[src/rtl/mem_arbiter.sv]
// mem_arbiter: shares one memory port between the ex load/store port (m0) and instruction fetch (m1).
// Ports:
//   clk, rst                  clock and asynchronous active-low reset
//   m0_req/we/addr/wdata_i    ex request (held until m0_gnt_o)
//   m0_gnt/rvalid/rdata/stall ex grant pulse, response pulse + data, stall
//   m1_req/addr_i             fetch request (read only, held until m1_gnt_o)
//   m1_gnt/rvalid/rdata/stall fetch grant pulse, response pulse + data, stall
//   mem_req/we/addr/wdata_o   memory strobe and payload, driven only in the grant cycle
//   mem_rdata_i               memory read data, valid MEM_LAT cycles after mem_req_o
// m0 has fixed priority; after STARVE_N contested m0 grants, m1 wins the next contest.
module mem_arbiter #(
  parameter int ADDR_W   = 32,
  parameter int DATA_W   = 32,
  parameter int MEM_LAT  = 1,
  parameter int STARVE_N = 2
) (
  input  logic              clk,
  input  logic              rst,
  input  logic              m0_req_i,
  input  logic              m0_we_i,
  input  logic [ADDR_W-1:0] m0_addr_i,
  input  logic [DATA_W-1:0] m0_wdata_i,
  output logic              m0_gnt_o,
  output logic              m0_rvalid_o,
  output logic [DATA_W-1:0] m0_rdata_o,
  output logic              m0_stall_o,
  input  logic              m1_req_i,
  input  logic [ADDR_W-1:0] m1_addr_i,
  output logic              m1_gnt_o,
  output logic              m1_rvalid_o,
  output logic [DATA_W-1:0] m1_rdata_o,
  output logic              m1_stall_o,
  output logic              mem_req_o,
  output logic              mem_we_o,
  output logic [ADDR_W-1:0] mem_addr_o,
  output logic [DATA_W-1:0] mem_wdata_o,
  input  logic [DATA_W-1:0] mem_rdata_i
);
  typedef enum logic {IDLE, WAIT} state_t;
  localparam int SW = $clog2(STARVE_N + 1);
  state_t        state, state_nx;
  logic          owner, owner_nx, wr, wr_nx, pick1, done;
  logic [1:0]    lat, lat_nx;
  logic [SW-1:0] starve, starve_nx;
  always_ff @(posedge clk or negedge rst)
    if (!rst) begin
      state  <= IDLE;
      owner  <= 1'b0;
      wr     <= 1'b0;
      lat    <= 2'd0;
      starve <= '0;
    end else begin
      state  <= state_nx;
      owner  <= owner_nx;
      wr     <= wr_nx;
      lat    <= lat_nx;
      starve <= starve_nx;
    end
  // outputs are gated by rst so everything reads 0 while reset is held
  always_comb begin
    pick1       = m1_req_i & (~m0_req_i | starve == SW'(STARVE_N));
    m0_gnt_o    = rst & state == IDLE & m0_req_i & ~pick1;
    m1_gnt_o    = rst & state == IDLE & pick1;
    done        = rst & state == WAIT & lat == 2'd0;
    mem_req_o   = m0_gnt_o | m1_gnt_o;
    mem_we_o    = m0_gnt_o & m0_we_i;
    mem_addr_o  = m0_gnt_o ? m0_addr_i : m1_gnt_o ? m1_addr_i : '0;
    mem_wdata_o = mem_we_o ? m0_wdata_i : '0;
    m0_rvalid_o = done & ~owner;
    m1_rvalid_o = done & owner;
    m0_rdata_o  = m0_rvalid_o & ~wr ? mem_rdata_i : '0;
    m1_rdata_o  = m1_rvalid_o ? mem_rdata_i : '0;
    m0_stall_o  = rst & m0_req_i & ~m0_gnt_o;
    m1_stall_o  = rst & m1_req_i & ~m1_gnt_o;
    state_nx    = mem_req_o ? WAIT : done ? IDLE : state;
    owner_nx    = mem_req_o ? m1_gnt_o : owner;
    wr_nx       = mem_req_o ? mem_we_o : wr;
    lat_nx      = mem_req_o ? 2'(MEM_LAT - 1) : (state == WAIT && lat != 2'd0) ? lat - 2'd1 : lat;
    // only grants made while m1 is waiting count towards starvation
    starve_nx   = m1_gnt_o ? '0 :
                  (m0_gnt_o & m1_req_i & starve != SW'(STARVE_N)) ? starve + SW'(1) : starve;
  end
endmodule
[config.mk]
export PLATFORM = sky130hd
export DESIGN_NAME = mem_arbiter
export DESIGN_NICKNAME = d
export VERILOG_FILES = /design/src/rtl/mem_arbiter.sv
export SDC_FILE = /design/constraint.sdc
export NUM_CORES = 1
export LEC_CHECK = 0
export ABC_AREA = 1
export CORE_AREA = 5 5 102 104
export CTS_CLUSTER_SIZE = 20
export DETAILED_ROUTE_END_ITERATION = 16
export DIE_AREA = 0 0 107 109
export GPL_TIMING_DRIVEN = 0
export MAX_ROUTING_LAYER = met4
export PLACE_DENSITY = 0.76
export REMOVE_ABC_BUFFERS = 1
export SLEW_MARGIN = 20
export SYNTH_ARGS = -nofsm -noshare
export SYNTH_HDL_FRONTEND = slang
export SYNTH_SLANG_ARGS = --single-unit
[constraint.sdc]
create_clock -name clk -period 1.9 [get_ports clk]
set_input_delay 0.38 -clock clk [delete_from_list [all_inputs] [get_ports clk]]
set_output_delay 0.38 -clock clk [all_outputs]
set_load 0.005 [all_outputs]
After elaboration in Yosys (flattened, before gate mapping)
Index checks and enable logic that the tools add are counted.
{"block": "op_classes", "addsub": 2, "n_eq_ne": 2, "mux": 11, "n_bitwise": 26, "n_reduce_logical": 6}
{"operator": "32-bit 2-to-1 mux", "n": 5}
{"operator": "1-bit bitwise AND", "n": 17}
{"operator": "2-bit 2-to-1 mux", "n": 4}
{"operator": "2-bit nonzero test", "n": 4}
{"operator": "1-bit NOT", "n": 7}
{"operator": "2-bit by 1-bit adder with 2-bit output (second input constant)", "n": 1}
{"operator": "2-bit equality test (second input constant)", "n": 1}
{"operator": "2-bit zero test", "n": 1}
{"operator": "1-bit 2-to-1 mux", "n": 2}
{"operator": "2-bit inequality test (second input constant)", "n": 1}
{"operator": "1-bit bitwise OR", "n": 2}
{"operator": "2-bit by 1-bit subtractor with 2-bit output (second input constant)", "n": 1}
{"operator": "1-bit logical AND", "n": 1}
{"block": "totals", "regBits": 7, "inputBits": 133, "out_inout_bits": 136, "word_cells": 52}

Depth between registers and ports, before layout
Gate-level depths: netlist of the first run.
{"block": "logic_depth", "ltp_word": 9, "mapped_depth": 10, "mapped_depth_nobuf": 9}

Least setup slack after synthesis of the first run
Ideal clock, no wire load.
{"block": "synth_path", "path_kind": "register to output", "from": "reg starve[0]", "to": "out mem_we_o", "t_arrival_ns": 1.201, "t_required_ns": 1.520, "setup_slack_ns": 0.319, "path_stages_with_launch": 11, "cell_sequence": "dfrtp_1 > inv_1 > ha_1 > inv_1 > nand2_1 > nand2_1 > nand2_2 > clkinv_4 > nand2_4 > buf_6 > inv_1"}
{"block": "synth_via", "elab_chain_cells": 6}
{"element": "start: declaration", "line": "44", "text": "logic [SW-1:0] starve, starve_nx;"}
{"element": "start signal: assignment", "line": "57", "text": "starve <= starve_nx;"}
{"element": "2-bit equality test", "line": "61", "text": "pick1 = m1_req_i & (~m0_req_i | starve == SW'(STARVE_N));"}
{"element": "1-bit bitwise OR", "line": "61"}
{"element": "1-bit bitwise AND", "line": "61"}
{"element": "1-bit NOT", "line": "62", "text": "m0_gnt_o = rst & state == IDLE & m0_req_i & ~pick1;"}
{"element": "1-bit bitwise AND", "line": "62"}
{"element": "1-bit bitwise AND", "line": "66", "text": "mem_we_o = m0_gnt_o & m0_we_i;"}
{"element": "end: declaration", "line": "34", "text": "output logic mem_we_o,"}
No other way between the ends.

Worst setup path after layout of the first run
{"block": "layout_path", "from": "reg starve[1]", "to": "out mem_wdata_o[13]"}
{"block": "layout_via", "elab_chain_cells": 7}
{"element": "2-bit equality test", "line": "61"}
{"element": "1-bit bitwise OR", "line": "61"}
{"element": "1-bit bitwise AND", "line": "61"}
{"element": "1-bit NOT", "line": "62"}
{"element": "1-bit bitwise AND", "line": "62"}
{"element": "1-bit bitwise AND", "line": "66"}
{"element": "32-bit 2-to-1 mux", "line": "68", "text": "mem_wdata_o = mem_we_o ? m0_wdata_i : '0;"}
{"element": "end: declaration", "line": "36", "text": "output logic [DATA_W-1:0] mem_wdata_o,"}
No other way between the ends.

==> results of run 1 <==
==> sequential cells by signal (all words and copies together) (netlist names) <==
signal  flops
wr          1
lat         2
owner       1
starve      2
state       1
==> layout make-up <==
class                   count  share of cell area [%]
inverters                  79                    5.56
flip-flops and latches      7                    3.00
clock buffers               4                   0.762
well taps                 114                    2.41
repair inverters            9                    2.37
repair buffers            335                    52.0
multi-input cells         236                    33.9
==> worst max path at each step <==
| stage | from | to | slack, ns | cells past startpoint |
|---|---|---|---|---|
| 6_report | starve[1] | mem_wdata_o[13] | -0.25 | 11 |
| 5_1_grt | starve[1] | mem_wdata_o[24] | -0.29 | 11 |
| 4_1_cts | starve[0] | mem_wdata_o[13] | -0.25 | 12 |
| 3_5_place_dp | rst | mem_wdata_o[29] | -1.37 | 8 |
| 3_3_place_gp | rst | mem_wdata_o[13] | -1.30 | 8 |
| 2_1_floorplan | starve[0] | mem_we_o | 0.09 | 9 |
==> cells by family (layout without fill, tap and decap cells) <==
group | Yosys count | count (layout) | synth area share (%)
AND/OR/NAND/NOR | 223 | 230 | 58.7
buffers and inverters | 94 | 427 | 27.1
flip-flops | 7 | 7 | 11.0
AO/OA/AOI/OAI | 3 | 3 | 1.10
adder cells (fa/ha/maj) | 2 | 2 | 1.57
XOR/XNOR | 1 | 1 | 0.548
==> layer usage <==
layer,vias up,wire (um)
li1,1611,-
met1,1536,4780
met2,196,7720
met3,16,971
met4,0,217
met5,-,0
==> worst reg2reg max path, delay by kind of cell (launching register included) <==
kind	cells	cell delay, ns
DFF	1	0.39
buffers and inverters	6	0.57
and+or+nand+nor	5	0.33
adders and majority gates	1	0.14
==> synth_stat cells, drive strengths merged <==
master	number	area, sq um
o211ai	1	7.51
inv	78	293
clkinv	1	8.76
xor2	1	8.76
dfrtp	7	175
nor3	1	16.3
o21ai	2	10.0
buf	15	131
nand3	4	25.0
nand2	114	448
ha	2	25.0
nand3b	1	7.51
nor2	103	442
==> power by group <==
| part | internal, mW | switching (mW) | total (mW) |
|---|---|---|---|
| registers | 0.202 | 0.109 | 0.311 |
| clock network | 0.146 | 0.0694 | 0.215 |
| logic | 1.44 | 1.33 | 2.78 |
| total | 1.79 | 1.51 | 3.30 |
==> per-stage QoR <==
step | hold WS, ns | total power, mW | worst slack (ns) | cell area [sq um]
finish | 0.00583 | 3.30 | -0.252 | 5910
detailed placement | 0.476 | 1.76 | -1.37 | 4290
CTS | 0.0133 | 2.70 | -0.247 | 4970
global route | 0.00790 | 3.49 | -0.287 | 5910
floorplan | 0.0844 | 0.730 | 0.0907 | 1470
global placement | 0.465 | 1.72 | -1.30 | 4290
==> repair_timing <==
action | in CTS | in global routing
gates resized for setup | 646 | 255
setup endpoints to repair | 137 | 136
buffers inserted | 56 | 14
pin swaps | 44 | 59
hold buffers | 0 | 0
cloned | 14 | 2
==> qor.yml, run 1 <==
global_route:
  overflow: 0
  grt_max_degree: 12
  grt_pass1_vias: 3524
  track_usage_pct: 20.0
  use_met2_pct: 39.0
  met1_usage_pct: 20.5
  grt_pass1_wl_mm: 17.7
  met3_usage_pct: 3.67
  grt.busiest_layer: "met2"
  grt_antenna_before_repair: 0
clocking:
  clk_pin_slew_worst_paths_ns: 0.04
  cts_tree: "yes"
  clk_path_buf_depth: 2
  root_buffer: "clkbuf_8"
  cts.sinks: 7
  clock_latency_ns: 0.23
  numCtsBuffers: 3
  htree_levels: 1
sta:
  setup_viol: 130
  slew_headroom_pct: 49.3
  finalWorstSetupSlack_ns: -0.252
  period_minus_slack_ns: 2.15
  fin_crit_sh_pct: 113
  clock_skew_ns: 0.000348
  slew_violations: 0
  worst_pin_slew_ns: 0.760
  tns_ns: -18.05
  grt_setup_unrepaired: "yes"
  finalHoldViolCount: 0
  max_freq_ghz: 0.465
run_status:
  status: "finished, violations left"
  violations: "setup timing"
floorplan:
  fp-row-count: 36
  core_area_sq_um: 9460
  fp.dieArea_sq_um: 11700
  floorplan.initialDensity_pct: 16.9
  die_y_um: 109
  fp.dieW_um: 107
  io_pins: 269
synth:
  synth_cell_type_count: 20
  syn-cell-area_sq_um: 1600
  yosysWarnings: 0
  yosysSeqAreaShare_pct: 11.0
  syn_avg_cell_area_sq_um: 4.84
  syn-instance-count: 330
  yosys_register_bits: 7
critical_path:
  r2r_cells: 12
  critPathLaunchType: "flip-flop"
  cp_cell_sequence: "ha_4 > inv_4 > nand2_4 > nand2_4 > nand2_8 > clkinv_8 > nand2_8 > buf_8 > buf_6 > nor2_4 > buf_6"
  critPathArrivalTime_ns: 1.77
  end_kind: "output pin"
  slowest_stage: "dfrtp_1"
  critPathTopFamily: "buffers and inverters"
  critPathMaxFanout: 5
  r2r_end: "wr"
  r2r_slack_ns: 0.36
  reg2reg_from: "starve[0]"
  cp_data_required_time_ns: 1.52
  max_stage_delay_ns: 0.41
  path_class: "reg2out"
  crit_buf_inv: 5
final_layout:
  fill_cells: 771
  ff_latch_area_sq_um: 178
  nets: 806
  area_growth_pct: 270
  final_cell_mix: "clkdlybuf4s50_1 (128), buf_2 (96), nor2_4 (73)"
  diodes: 0
  fin_cells: 784
  mostFrequentLayoutCell: "clkdlybuf4s50_1"
  postLayoutCoreUtil_pct: 62.5
  drive_gt1_share_pct: 59.0
  multiInputGateArea_sq_um: 2010
power_and_ir_drop:
  leakage_nw: 3.13
  ir_drop_mv: 0.281
  powerDensity_nw_per_um2: 558
placed_design:
  place_inst: 697
  io_buffers: 268
  dp_hpwl_mm: 8.05
  gp_congestion: 0.753
routing:
  drtAntennaViolNets: 0
  drc: 0
  drt_iter0_drc: 152
  dr.pass1.iters: 6
  vias: 3359
  wire_per_inst_um: 17.5
  finalWirelength_mm: 13.7
  vias_per_cell: 4.28
job:
  drv_cap: 0
hold_path:
  hold_path_class: "in2async"
Power figures use the tool's default switching activity.
==> run 2: changes to the inputs <==
--- a/config.mk
+++ b/config.mk
@@ -10,9 +10,9 @@
 export CTS_CLUSTER_SIZE = 20
 export DETAILED_ROUTE_END_ITERATION = 16
 export DIE_AREA = 0 0 107 109
-export GPL_TIMING_DRIVEN = 0
 export MAX_ROUTING_LAYER = met4
 export PLACE_DENSITY = 0.76
+export RECOVER_POWER = 25
 export REMOVE_ABC_BUFFERS = 1
 export SLEW_MARGIN = 20
 export SYNTH_ARGS = -nofsm -noshare
==> run 2 against run 1 <==
Compared with the run above:
- the flow still finishes with violations (setup timing)
- clock skew rose by 0.0026 ns
- critical path type unchanged
- combinational power shrank 7.6%
- routed wire length down 11%
- global-route usage decreased by 2.1 points
- largest cell class unchanged
- highest routed layer unchanged
- core utilization decreased by 3.6 points
==> qor.yml, run 2 (synthesis gave the netlist of run 1 again) <==
power_and_ir_drop:
  powerDensity_nw_per_um2: 548
  ir_drop_mv: 0.424
  leakage_nw: 2.96
global_route:
  grt_pass1_wl_mm: 16.1
  track_usage_pct: 17.9
  overflow: 0
  grt_pass1_vias: 3313
  grt_antenna_before_repair: 1
  grt_max_degree: 26
clocking:
  clock_latency_ns: 0.23
  cts.sinks: 7
  cts_tree: "yes"
  htree_levels: 1
  clk_pin_slew_worst_paths_ns: 0.04
  root_buffer: "clkbuf_8"
  numCtsBuffers: 3
  clk_path_buf_depth: 2
critical_path:
  critPathArrivalTime_ns: 1.75
  r2r_cells: 10
  reg2reg_from: "starve[0]"
  critPathMaxFanout: 6
  r2r_slack_ns: 0.44
  slowest_stage: "dfrtp_1"
  cp_data_required_time_ns: 1.52
  end_kind: "output pin"
  cp_cell_sequence: "inv_2 > ha_4 > inv_2 > nand2_2 > nand2_2 > nand2_4 > inv_8 > buf_12 > bufbuf_16 > nand2_1 > nand2_1 > buf_2"
  r2r_end: "starve[0]"
  max_stage_delay_ns: 0.38
  path_class: "reg2out"
  critPathLaunchType: "flip-flop"
sta:
  tns_ns: -10.98
  whs_ns: 0.143
  finalHoldViolCount: 0
  finalWorstSetupSlack_ns: -0.231
  setup_viol: 122
  max_freq_ghz: 0.469
  slew_violations: 0
  worst_pin_slew_ns: 0.219
  clock_skew_ns: 0.00299
  period_minus_slack_ns: 2.13
  grt_setup_unrepaired: "yes"
  slew_headroom_pct: 85.3
  fin_crit_sh_pct: 112
floorplan:
  core_area_sq_um: 9460
  fp-row-count: 36
  die_y_um: 109
  fp.dieW_um: 107
  floorplan.initialDensity_pct: 16.9
  io_pins: 269
  fp.dieArea_sq_um: 11700
final_layout:
  fill_cells: 817
  final_cell_mix: "clkdlybuf4s50_1 (129), buf_2 (108), nor2_4 (82)"
  area_growth_pct: 249
  nets: 793
  reg_top3: "lat (2), starve (2)"
  mostFrequentLayoutCell: "clkdlybuf4s50_1"
  drive_gt1_share_pct: 53.9
placed_design:
  dp_hpwl_mm: 8.27
  io_buffers: 268
  gp_congestion: 0.821
run_status:
  violations: "setup timing"
  status: "finished, violations left"
job:
  drv_cap: 0
routing:
  wire_per_inst_um: 15.9
  drt_iter0_drc: 91
  finalWirelength_mm: 12.2
  drtAntennaViolNets: 0
  drc: 0
  vias_per_cell: 4.21
  vias: 3252
  dr.pass1.iters: 4
hold_path:
  hold_path_class: "in2async"
==> run 2: worst max-delay path by stage <==
stage               slack (ns)             end  startpoint
CTS                      -0.25   mem_addr_o[0]   starve[0]
finish                   -0.23  mem_addr_o[28]   starve[0]
detailed placement       -0.70  m1_rdata_o[21]         rst
global placement         -0.67  m1_rdata_o[21]         rst
global route             -0.32   mem_addr_o[0]   starve[0]
floorplan                 0.09        mem_we_o   starve[0]
==> run 2: layout make-up <==
cell class / instances / area (sq um) / share of cell area [%]
well taps: 114 / 143 / 2.56
flip-flops and latches: 7 / 176 / 3.17
clock buffers: 4 / 45.0 / 0.809
inverters: 79 / 324 / 5.82
diodes: 1 / 2.50 / 0.0449
repair buffers: 338 / 3130 / 56.1
multi-input cells: 229 / 1750 / 31.5
==> run 2: metal layers <==
layer	up-vias	wire, um	global-route usage [%]
li1	1574	-	-
met1	1468	4270	17.9
met2	195	6750	35.5
met3	15	1010	3.37
met4	0	219	4.47
met5	-	0	-
==> run 2: per-stage QoR <==
stage          util, %  area (sq um)  cells  total power, mW  worst slack (ns)
2_1_floorplan        -          1470    315            0.730            0.0907
3_3_place_gp      48.0          4540    722             1.90            -0.674
3_5_place_dp      48.0          4540    722             1.94            -0.702
4_1_cts           51.7          4890    762             2.64            -0.253
5_1_grt           58.9          5570    772             3.24            -0.317
6_report          58.9          5570    772             3.05            -0.231
==> run 2: worst max-delay path: cells and delay by family (launching register included) <==
family / cells / cell delay [ns]
buf+inv: 6 / 0.69
flops: 1 / 0.38
simple gates: 5 / 0.31
fa+ha+maj: 1 / 0.14
==> run 2: timing repair <==
| item | in CTS | in global routing |
|---|---|---|
| hold buffers | 0 | 0 |
| setup endpoints to repair | 136 | 134 |
| buffers inserted | 27 | 15 |
| pin swaps | 11 | 14 |
| resized for setup | 615 | 216 |
| gates cloned | 11 | 6 |
==> run 2: report_power, final <==
| group | switching, mW | total (mW) | internal [mW] |
|---|---|---|---|
| sequential | 0.0565 | 0.257 | 0.201 |
| combinational | 1.16 | 2.57 | 1.42 |
| clock | 0.0746 | 0.221 | 0.146 |
| total | 1.29 | 3.05 | 1.76 |
==> run 3: changes to the inputs <==
--- a/config.mk
+++ b/config.mk
@@ -10,6 +10,7 @@
 export CTS_CLUSTER_SIZE = 20
 export DETAILED_ROUTE_END_ITERATION = 16
 export DIE_AREA = 0 0 107 109
+export HOLD_SLACK_MARGIN = 0.03
 export MAX_ROUTING_LAYER = met4
 export PLACE_DENSITY = 0.76
 export RECOVER_POWER = 25
==> results of run 3 <==
No change in the layout: final DEF, timing and power equal those of run 2.
